[config.mk]
export PLATFORM = sky130hd
export DESIGN_NAME = aud_dac_fifo
export DESIGN_NICKNAME = d
export VERILOG_FILES = /design/src/rtl/aud_pkg.sv /design/src/rtl/aud_sync_fifo.sv /design/src/rtl/aud_dac_fifo.sv
export SDC_FILE = /design/constraint.sdc
export NUM_CORES = 2
export LEC_CHECK = 0
export BUFFER_PORTS_ARGS = -buffer_cell sky130_fd_sc_hd__buf_4
export CORE_AREA = 2 2 410 452
export DETAILED_ROUTE_END_ITERATION = 6
export DIE_AREA = 0 0 412 454
export GPL_TIMING_DRIVEN = 0
export SKIP_LAST_GASP = 1
export SLEW_MARGIN = 20
export SYNTH_ARGS = -nofsm -noshare
export SYNTH_HDL_FRONTEND = slang
export SYNTH_SLANG_ARGS = --single-unit
[constraint.sdc]
create_clock -name clk -period 4.7 [get_ports clk]
set_input_delay 0.94 -clock clk [delete_from_list [all_inputs] [get_ports clk]]
set_output_delay 0.94 -clock clk [all_outputs]
set_load 0.01 [all_outputs]
[src/rtl/aud_pkg.sv]
// Shared constants and types for the audio DAC FIFO block.
package aud_pkg;

  localparam logic [1:0]  AUD_ADDR_DATA     = 2'd0;
  localparam logic [1:0]  AUD_ADDR_UNDERRUN = 2'd1;
  localparam int unsigned AUD_SAMPLE_W      = 16;

  typedef enum logic [1:0] {
    SYNC,
    LEFT,
    RIGHT
  } aud_dac_state_t;

endpackage

[src/rtl/aud_sync_fifo.sv]
// Single-clock FIFO with registered full/empty flags and an occupancy level.
module aud_sync_fifo #(
  parameter  int unsigned DEPTH = 64,
  parameter  int unsigned WIDTH = 32,
  localparam int unsigned AW    = $clog2(DEPTH)
) (
  input  logic             clk,
  input  logic             reset_n,
  input  logic             push,
  input  logic             pop,
  input  logic [WIDTH-1:0] wdata,
  output logic [WIDTH-1:0] rdata,
  output logic             full,
  output logic             empty,
  output logic [AW:0]      level
);

  localparam logic [AW:0] FULL_LVL = (AW + 1)'(DEPTH);

  logic [WIDTH-1:0] mem_q [DEPTH];
  logic [AW-1:0]    wr_ptr_q, rd_ptr_q;
  logic [AW:0]      level_q, level_d;
  logic             full_q, empty_q;
  logic             do_push, do_pop;

  // A push into a full FIFO is only legal when a pop frees the slot that same cycle.
  assign do_pop  = pop & ~empty_q;
  assign do_push = push & (~full_q | do_pop);

  always_comb begin
    level_d = level_q;
    if (do_push && !do_pop) begin
      level_d = level_q + 1'b1;
    end else if (do_pop && !do_push) begin
      level_d = level_q - 1'b1;
    end
  end

  always_ff @(posedge clk or negedge reset_n) begin
    if (!reset_n) begin
      wr_ptr_q <= '0;
      rd_ptr_q <= '0;
      level_q  <= '0;
      full_q   <= 1'b0;
      empty_q  <= 1'b1;
    end else begin
      if (do_push) wr_ptr_q <= wr_ptr_q + 1'b1;
      if (do_pop)  rd_ptr_q <= rd_ptr_q + 1'b1;
      level_q <= level_d;
      full_q  <= (level_d == FULL_LVL);
      empty_q <= (level_d == '0);
    end
  end

  always_ff @(posedge clk) begin
    if (do_push) mem_q[wr_ptr_q] <= wdata;
  end

  assign rdata = mem_q[rd_ptr_q];
  assign full  = full_q;
  assign empty = empty_q;
  assign level = level_q;

endmodule

[src/rtl/aud_dac_fifo.sv]
// Avalon-MM fed PCM FIFO serialised to a codec DAC in I2S format.
// Optional underrun counter at address 1 enabled by AUD_DAC_UNDERRUN_CNT_EN.
module aud_dac_fifo
  import aud_pkg::*;
#(
  parameter int unsigned DEPTH    = 64,
  parameter int unsigned SAMPLE_W = AUD_SAMPLE_W,
  parameter int unsigned AW       = $clog2(DEPTH)
) (
  input  logic        clk,
  input  logic        reset_n,
  input  logic [1:0]  address,
  input  logic        chipselect,
  input  logic        write_n,
  input  logic [31:0] writedata,
  input  logic        read_n,
  output logic [31:0] readdata,
  input  logic        aud_bclk,
  input  logic        aud_daclrck,
  output logic        aud_dacdat,
  output logic        fifo_full,
  output logic        fifo_empty
);

  localparam int unsigned FW = 2 * SAMPLE_W;
  localparam int unsigned BW = $clog2(SAMPLE_W + 1);

  logic [2:0]          bclk_q, lr_q;
  logic                bclk_fall, lr_fall, lr_rise;
  logic                wr_en, rd_en, push, pop;
  logic [FW-1:0]       fifo_rdata;
  logic [AW:0]         level;
  aud_dac_state_t      state_q, state_d;
  logic [SAMPLE_W-1:0] right_q, right_d, shift_q, load_data;
  logic [BW-1:0]       bits_q;
  logic                dacdat_q, load, load_left;
  logic [31:0]         readdata_q, rd_mux;
  logic [15:0]         under_cnt;

  // Bit 2 is the history flop behind the two-stage synchroniser.
  always_ff @(posedge clk or negedge reset_n) begin
    if (!reset_n) begin
      bclk_q <= '0;
      lr_q   <= '0;
    end else begin
      bclk_q <= {bclk_q[1:0], aud_bclk};
      lr_q   <= {lr_q[1:0], aud_daclrck};
    end
  end

  assign bclk_fall = bclk_q[2] & ~bclk_q[1];
  assign lr_fall   = lr_q[2] & ~lr_q[1];
  assign lr_rise   = ~lr_q[2] & lr_q[1];

  assign wr_en = chipselect & ~write_n;
  assign rd_en = chipselect & ~read_n;
  assign push  = wr_en && (address == AUD_ADDR_DATA);

  aud_sync_fifo #(
    .DEPTH (DEPTH),
    .WIDTH (FW)
  ) u_fifo (
    .clk     (clk),
    .reset_n (reset_n),
    .push    (push),
    .pop     (pop),
    .wdata   (writedata[FW-1:0]),
    .rdata   (fifo_rdata),
    .full    (fifo_full),
    .empty   (fifo_empty),
    .level   (level)
  );

  always_comb begin
    state_d   = state_q;
    right_d   = right_q;
    load      = 1'b0;
    load_left = 1'b0;
    load_data = '0;
    pop       = 1'b0;
    unique case (state_q)
      SYNC: begin
        if (lr_fall) begin
          state_d   = LEFT;
          load_left = 1'b1;
        end
      end
      LEFT: begin
        if (lr_fall) begin
          load_left = 1'b1;
        end else if (lr_rise) begin
          state_d   = RIGHT;
          load      = 1'b1;
          load_data = right_q;
        end
      end
      RIGHT: begin
        if (lr_fall) begin
          state_d   = LEFT;
          load_left = 1'b1;
        end
      end
      default: state_d = SYNC;
    endcase
    // An empty FIFO at a left edge plays silence on both channels.
    if (load_left) begin
      load      = 1'b1;
      pop       = ~fifo_empty;
      load_data = fifo_empty ? '0 : fifo_rdata[FW-1 -: SAMPLE_W];
      right_d   = fifo_empty ? '0 : fifo_rdata[SAMPLE_W-1:0];
    end
  end

  always_ff @(posedge clk or negedge reset_n) begin
    if (!reset_n) begin
      state_q <= SYNC;
      right_q <= '0;
    end else begin
      state_q <= state_d;
      right_q <= right_d;
    end
  end

  // A load on a coincident BCLK fall suppresses that fall's output update.
  always_ff @(posedge clk or negedge reset_n) begin
    if (!reset_n) begin
      shift_q  <= '0;
      bits_q   <= '0;
      dacdat_q <= 1'b0;
    end else if (load) begin
      shift_q <= load_data;
      bits_q  <= BW'(SAMPLE_W);
    end else if (bclk_fall) begin
      if (bits_q != '0) begin
        dacdat_q <= shift_q[SAMPLE_W-1];
        shift_q  <= shift_q << 1;
        bits_q   <= bits_q - 1'b1;
      end else begin
        dacdat_q <= 1'b0;
      end
    end
  end

  assign aud_dacdat = dacdat_q;

`ifdef AUD_DAC_UNDERRUN_CNT_EN
  logic        underrun;
  logic [15:0] under_cnt_q;

  assign underrun = lr_fall & fifo_empty & (state_q != SYNC);

  always_ff @(posedge clk or negedge reset_n) begin
    if (!reset_n) begin
      under_cnt_q <= '0;
    end else if (wr_en && (address == AUD_ADDR_UNDERRUN)) begin
      under_cnt_q <= '0;
    end else if (underrun && (under_cnt_q != 16'hFFFF)) begin
      under_cnt_q <= under_cnt_q + 16'd1;
    end
  end

  assign under_cnt = under_cnt_q;
`else
  assign under_cnt = '0;
`endif

  always_comb begin
    rd_mux = '0;
    if (address == AUD_ADDR_DATA) begin
      rd_mux = 32'(level);
    end else if (address == AUD_ADDR_UNDERRUN) begin
      rd_mux = {16'b0, under_cnt};
    end
  end

  always_ff @(posedge clk or negedge reset_n) begin
    if (!reset_n) begin
      readdata_q <= '0;
    end else if (rd_en) begin
      readdata_q <= rd_mux;
    end
  end

  assign readdata = readdata_q;

endmodule
### After elaboration in Yosys (flattened, before gate mapping)

Memory sizes are Yosys's and may differ from the RTL's.
Cells that the tools add are included.

| cells by class | value |
|---|---|
| $add $sub $neg | 5 |
| eq/ne operators | 6 |
| mux-type cells | 29 |
| bitwise operators | 16 |
| reductions and logical operators | 16 |

Operator list:

| operator | number |
|---|---|
| $mux W16 | 9 |
| $mux W7 | 3 |
| $mux W5 | 3 |
| $add A6 B1 Y6 const B | 2 |
| $mux W1 | 10 |
| $not A1 Y1 | 8 |
| $add A7 B1 Y7 const B | 1 |
| $and A1 B1 Y1 | 7 |
| $eq A7 B7 Y1 const B | 1 |
| $logic_not A7 Y1 | 1 |
| $sub A7 B1 Y7 const B | 1 |
| $mux W2 | 3 |
| $reduce_bool A5 Y1 | 1 |
| $sub A5 B1 Y5 const B | 1 |
| $logic_not A2 Y1 | 2 |
| $ne A2 B2 Y1 const B | 2 |
| $pmux W2 S2 | 1 |
| $reduce_and A2 Y1 | 2 |
| $reduce_bool A2 Y1 | 2 |
| $logic_and A1 B1 Y1 | 3 |
| $reduce_and A3 Y1 | 1 |
| $reduce_or A3 Y1 | 1 |
| $eq A2 B1 Y1 const B | 1 |
| $eq A2 B2 Y1 const B | 1 |
| other kinds (4) | 5 |

| word-level totals | value |
|---|---|
| bits in registers | 99 |
| bits in writable memories | 2048 |
| input port bits | 41 |
| memories kept | 1 |

Memory list:

| memory | words | width | read ports | clocked after memory_dff | wr ports | RTL line | text |
|---|---|---|---|---|---|---|---|
| u_fifo.mem_q | 64 | 32 | 1 | 0 | 1 | aud_sync_fifo.sv:20 | `logic [WIDTH-1:0] mem_q [DEPTH];` |

### Longest topological paths before layout

| logic depth | value |
|---|---|
| depth in word-level cells | 13 |
| depth in mapped cells | 11 |

### By module

A second synthesis with hierarchy kept.

| unflattened totals | value |
|---|---|
| cells, all modules | 3939 |
| area, all modules | 82111.3 um2 |

Modules (own cells, without submodules):

| module | instances | cells each | area each (um2) | seq. area each (um2) |
|---|---|---|---|---|
| aud_sync_fifo | 1 | 3700 | 79595.1 | 62025.7 |
| aud_dac_fifo | 1 | 239 | 2516.2 | 1326.3 |

### Worst setup path before layout

No wires, ideal clock.

| timing path | value |
|---|---|
| kind | input -> register |
| start point | in write_n |
| end point | mem u_fifo.mem_q[59][0] (enable) |
| setup time | 0.421 ns |
| arrival time | 3.697 ns |
| slack | 0.582 ns |
| cell stages on the path | 5 |
| buffers on the path | 0 |
| cells stage by stage | or4b_4 -> a21oi_2 -> nor2b_1 -> nand3_1 -> nor2_1 |

| on the way | value |
|---|---|
| cells in the longest elaborated chain, start to end | 6 |

Ends and longest elaborated chain:

| element | RTL line | text |
|---|---|---|
| start: declaration | aud_dac_fifo.sv:14 | `input logic write_n,` |
| $not A1 Y1 | aud_dac_fifo.sv:55 | `assign wr_en = chipselect & ~write_n;` |
| $and A1 B1 Y1 | aud_dac_fifo.sv:55 |  |
| $logic_and A1 B1 Y1 | aud_dac_fifo.sv:57 | `assign push = wr_en && (address == AUD_ADDR_DATA);` |
| $and A1 B1 Y1 | aud_sync_fifo.sv:28 | `assign do_push = push & (~full_q \| do_pop);` |
| $mux W1 | aud_sync_fifo.sv:56 | `if (do_push) mem_q[wr_ptr_q] <= wdata;` |
| $mux W1 (not written as such) | aud_sync_fifo.sv:56 |  |
| end: declaration | aud_sync_fifo.sv:20 |  |

Every way passes these cells.

### Worst setup path in the final report

| timing path | value |
|---|---|
| start point | reg u_fifo.rd_ptr_q[2] |
| end point | reg shift_q[6] |

| on the way | value |
|---|---|
| cells in the longest elaborated chain, start to end | 4 |

Ends and longest elaborated chain:

| element | RTL line | text |
|---|---|---|
| start: declaration | aud_sync_fifo.sv:21 | `logic [AW-1:0] wr_ptr_q, rd_ptr_q;` |
| start signal: assignment | aud_sync_fifo.sv:48 | `if (do_pop) rd_ptr_q <= rd_ptr_q + 1'b1;` |
| $mem_v2 Z64 W32 | -- |  |
| $mux W16 | aud_dac_fifo.sv:109 | `load_data = fifo_empty ? '0 : fifo_rdata[FW-1 -: SAMPLE_W];` |
| $mux W16 | aud_dac_fifo.sv:106 | `if (load_left) begin` |
| $mux W16 | aud_dac_fifo.sv:130 | `end else if (load) begin` |
| end signal: assignment | aud_dac_fifo.sv:131 | `shift_q <= load_data;` |
| end signal: assignment | aud_dac_fifo.sv:136 | `shift_q <= shift_q << 1;` |
| end: declaration | aud_dac_fifo.sv:34 | `logic [SAMPLE_W-1:0] right_q, right_d, shift_q, load_data;` |

Every way passes these cells.
A chain may end at the register's enable or synchronous reset.

==> metrics.yaml <==
totalWireLength_um: 285000
max_stage_delay_ns: 0.98
worst_pin_slew_ns: 1.32
asr_flop_ratio_synth: 0.0349
worstPathRequired_ns: 5.51
clock.fmax_mhz: 216
worst-r2r-cell-count: 9
fin_nets: 4241
syn_avg_cell_area_um2: 21.9
postLayoutCellArea_um2: 96700
die_y_um: 454
skew_pair_late_insertion_delay_ns: 0.90
drt-pass1-iter-count: 7
netlist-cell-type-count: 68
cell_area_reported_after_detailed_placement_um2: 89400
reg2reg_slack_ns: 0.06
syn_inst: 3730
timing_worst_setup_path_type: "reg -> reg"
timing.hold.ws_ns: 0.108
finalWeightedCongestion: 0.951
relative_slew_margins: 0.120
cts_made_buffers: 205
violated_checks: "design-rule violations"
die_area_um2: 187000
grt_pass1_vias: 43000
r2r-start: "u_fifo.rd_ptr_q[2]$_DFFE_PN0P_"
route.antenna.remaining_nets: 0
post_cts_hold_buffer_count: 0
critical-path-slowest-cell: "sky130_fd_sc_hd__clkbuf_1"
clk_transition_reported_paths_ns: 0.07
global_route.overflow_total: 0
portbufs: 50
finish.utilization: 0.529
initial_core_util: 0.447
route.detailed.wl_per_inst_um: 41.9
synth_enable_flop_cells: 2048
worstPathArrival_ns: 5.45
timing.critical_path.to: "shift_q[6]$_DFFE_PN0P_"
critical_path.endpoint_type: "flip-flop"
critical_path.top_delay_family: "buffers and inverters"
min-delay-path-class: "in -> async"
clockBufferDepth: 3
design.portCount: 76
cts.sinks: 2122
grt_start_max_net_pins: 75
worst_ir_drop_vdd_mv: 0.392
avgViaCountPerCell: 6.58
grt_first_pass_wirelength_um: 379000
slew_violations: 0
critical-path-top-cell-by-count: "sky130_fd_sc_hd__clkbuf_1"
finalCriticalPeriod_ns: 4.64
critical_path_cell_by_cell: "buf_2 -> nor2b_1 -> clkbuf_1 -> clkbuf_1 -> clkbuf_1 -> a22oi_1 -> nand3_1 -> nand4_1 -> o211ai_1"
grt_antenna_before_repair: 12
remaining_routing_drc_violations: 3
flops_latches_synth: 2122
max_cap_violations: 0
timing.critical_path.fanout_max: 10
combined_global_route_utilization_of_all_metal_layers: 0.305
timing.critical_path.depth: 9
crit_path_start_kind: "flip-flop"
startpoint: "u_fifo.rd_ptr_q[2]$_DFFE_PN0P_"
root_buffer: "sky130_fd_sc_hd__clkbuf_16"
worst_r2r_endpoint: "shift_q[6]$_DFFE_PN0P_"
clock_skew_ns: 0.0576
synthesis.yosys.warnings: 0
report.power.total_mw: 54.2
outcome: "finished with violations"
num_rows: 165
timing.final.setup_violations: 0
dpl_worst_slack_ns: -0.292
place.detailed.instances: 6379
grt_setup_unrepaired: "false"
timing.final.hold_violations: 0
setup_tns_ns: 0
die_w_um: 412
finalNonFillerCells: 6796
detailedRoute.firstIterationViolations: 7998
post_synth_instance_area_um2: 81700
syn_to_final_growth_pct: 18.3
final_min_period_over_clock_period: 0.986
critical_path_buf_inv_count: 4
drive_above_1_share: 0.296
dp.final_hpwl_um: 196000
num_vias: 44700
cts_tree: "done"
floorplan.core_area_um2: 183000
cellLeakagePower_nw: 30.9
synth-seq-area-share: 0.775
synth_flop_cell: "sky130_fd_sc_hd__edfxtp_1"
h_tree_levels: 4
power_density_nw_per_um2: 561
final.setup.worst_slack_ns: 0.0649
synth_stat cells, types with 7 or more instances:
cell type | n | share of area
sky130_fd_sc_hd__edfxtp_1 | 2048 | 0.75
sky130_fd_sc_hd__nor2b_1 | 31 | 0.0024
sky130_fd_sc_hd__mux2i_1 | 175 | 0.021
sky130_fd_sc_hd__dfrtp_1 | 73 | 0.022
sky130_fd_sc_hd__buf_2 | 70 | 0.0043
sky130_fd_sc_hd__o22ai_1 | 39 | 0.0030
sky130_fd_sc_hd__a211oi_1 | 20 | 0.0018
sky130_fd_sc_hd__buf_1 | 14 | 0.00064
sky130_fd_sc_hd__nor3_1 | 19 | 0.0012
sky130_fd_sc_hd__a2111oi_0 | 12 | 0.0013
sky130_fd_sc_hd__nor2_1 | 97 | 0.0045
sky130_fd_sc_hd__a21o_1 | 7 | 0.00064
sky130_fd_sc_hd__nand2_1 | 68 | 0.0031
sky130_fd_sc_hd__o211ai_1 | 8 | 0.00073
sky130_fd_sc_hd__o221ai_1 | 32 | 0.0034
sky130_fd_sc_hd__clkbuf_1 | 59 | 0.0027
sky130_fd_sc_hd__buf_4 | 64 | 0.0059
sky130_fd_sc_hd__a22oi_1 | 81 | 0.0074
sky130_fd_sc_hd__a22o_1 | 18 | 0.0019
sky130_fd_sc_hd__o21ai_0 | 33 | 0.0020
sky130_fd_sc_hd__nand4_1 | 8 | 0.00061
sky130_fd_sc_hd__nand3_1 | 63 | 0.0039
sky130_fd_sc_hd__mux2_2 | 8 | 0.0011
sky130_fd_sc_hd__mux4_2 | 478 | 0.13
sky130_fd_sc_hd__buf_6 | 20 | 0.0028
sky130_fd_sc_hd__xnor2_1 | 14 | 0.0015
sky130_fd_sc_hd__nand2b_1 | 12 | 0.00092
sky130_fd_sc_hd__a31oi_1 | 7 | 0.00054
sky130_fd_sc_hd__a21oi_1 | 47 | 0.0029
sky130_fd_sc_hd__or3_1 | 8 | 0.00061
sky130_fd_sc_hd__inv_1 | 10 | 0.00046
area by class of cell:
type | instances | area [µm²]
Antenna cell | 3 | 7.51
Buffer | 227 | 1360
Clock buffer | 254 | 5450
Clock inverter | 131 | 1560
Fill cell | 14000 | 86200
Inverter | 10 | 37.5
Multi-Input combinational cell | 1395 | 17600
Sequential cell | 2122 | 63400
Tap cell | 2421 | 3030
Timing Repair Buffer | 233 | 4320
sequential cells by signal, indices dropped and copies added (netlist names):
register and cells:
u_fifo.mem_q 2048, right_q 16, shift_q 16, readdata 7, u_fifo.level 7, u_fifo.rd_ptr_q 6, u_fifo.wr_ptr_q 6, bits_q 5
bclk_q 3, lr_q 3, state_q 2, aud_dacdat 1, u_fifo.empty 1, u_fifo.full 1
per-layer routing:
layer  global-route usage  share of wire  vias up
met4                0.172          0.068        4
met2                0.468           0.46     3499
li1                     -              -    16700
met5                    0       0.000084        -
met3               0.0808           0.12      799
met1                0.398           0.36    23700
what timing repair did:
| action | in CTS | in global routing |
|---|---|---|
| pin swaps | 16 | 2 |
| cloned | 0 | 0 |
| endpoints found under the setup margin | 202 | 196 |
| resized for setup | 0 | 2 |
| buffers inserted | 26 | 3 |
cells in the final DEF, fill, tap and decap left out, types with 39 or more instances in the layout:
cell and instances:
sky130_fd_sc_hd__mux4_2 478, sky130_fd_sc_hd__nand3_1 63, sky130_fd_sc_hd__mux2i_1 175, sky130_fd_sc_hd__o22ai_1 39, sky130_fd_sc_hd__nor2_4 65, sky130_fd_sc_hd__clkbuf_16 206, sky130_fd_sc_hd__buf_2 74, sky130_fd_sc_hd__dfrtp_1 73
sky130_fd_sc_hd__edfxtp_1 2048, sky130_fd_sc_hd__nand2_1 67, sky130_fd_sc_hd__buf_4 138, sky130_fd_sc_hd__buf_16 83, sky130_fd_sc_hd__clkinv_2 42, sky130_fd_sc_hd__a22oi_1 81, sky130_fd_sc_hd__a21oi_1 47, sky130_fd_sc_hd__clkbuf_1 79
sky130_fd_sc_hd__buf_12 69
where the power goes:
| part | total [mW] | switching [mW] | internal, mW |
|---|---|---|---|
| clock network | 17.1 | 7.50 | 9.63 |
| logic | 15.8 | 10.1 | 5.67 |
| registers | 21.3 | 0.314 | 21.0 |
kinds of logic (layout without fill, tap and decap cells):
group                      count (synthesis)  after routing  synth area share
xor gates and xnor gates                  18             18           0.00193
adders and majority gates                  6              6          0.000918
muxes                                    661            661             0.154
other                                      1             28         0.0000459
and+or+nand+nor                          347            347            0.0212
buffers and inverters                    237            855            0.0167
DFF                                     2122           2122             0.775
AOI/OAI and AO/OA                        338            338            0.0299
how the worst min path moves through the flow:
stage                                    endpoint  depth (start not counted)                start
after floorplan               bclk_q[1]$_DFF_PN0_                          0  bclk_q[0]$_DFF_PN0_
after global placement          lr_q[1]$_DFF_PN0_                          0    lr_q[0]$_DFF_PN0_
after detailed placement        lr_q[1]$_DFF_PN0_                          0    lr_q[0]$_DFF_PN0_
after CTS                       lr_q[0]$_DFF_PN0_                          1          aud_daclrck
after global routing          bclk_q[0]$_DFF_PN0_                          1             aud_bclk
final                     readdata[3]$_DFFE_PN0P_                          1              reset_n
worst reg2reg max path, cell delays in order (launching register included):
cell and delay (ns):
sky130_fd_sc_hd__dfrtp_1 0.43, sky130_fd_sc_hd__buf_2 0.26, sky130_fd_sc_hd__nor2b_1 0.14, sky130_fd_sc_hd__clkbuf_1 0.87
sky130_fd_sc_hd__clkbuf_1 0.86, sky130_fd_sc_hd__clkbuf_1 0.98, sky130_fd_sc_hd__a22oi_1 0.25, sky130_fd_sc_hd__nand3_1 0.32
sky130_fd_sc_hd__nand4_1 0.28, sky130_fd_sc_hd__o211ai_1 0.16
Note: power is estimated with default switching activity, not from simulation.
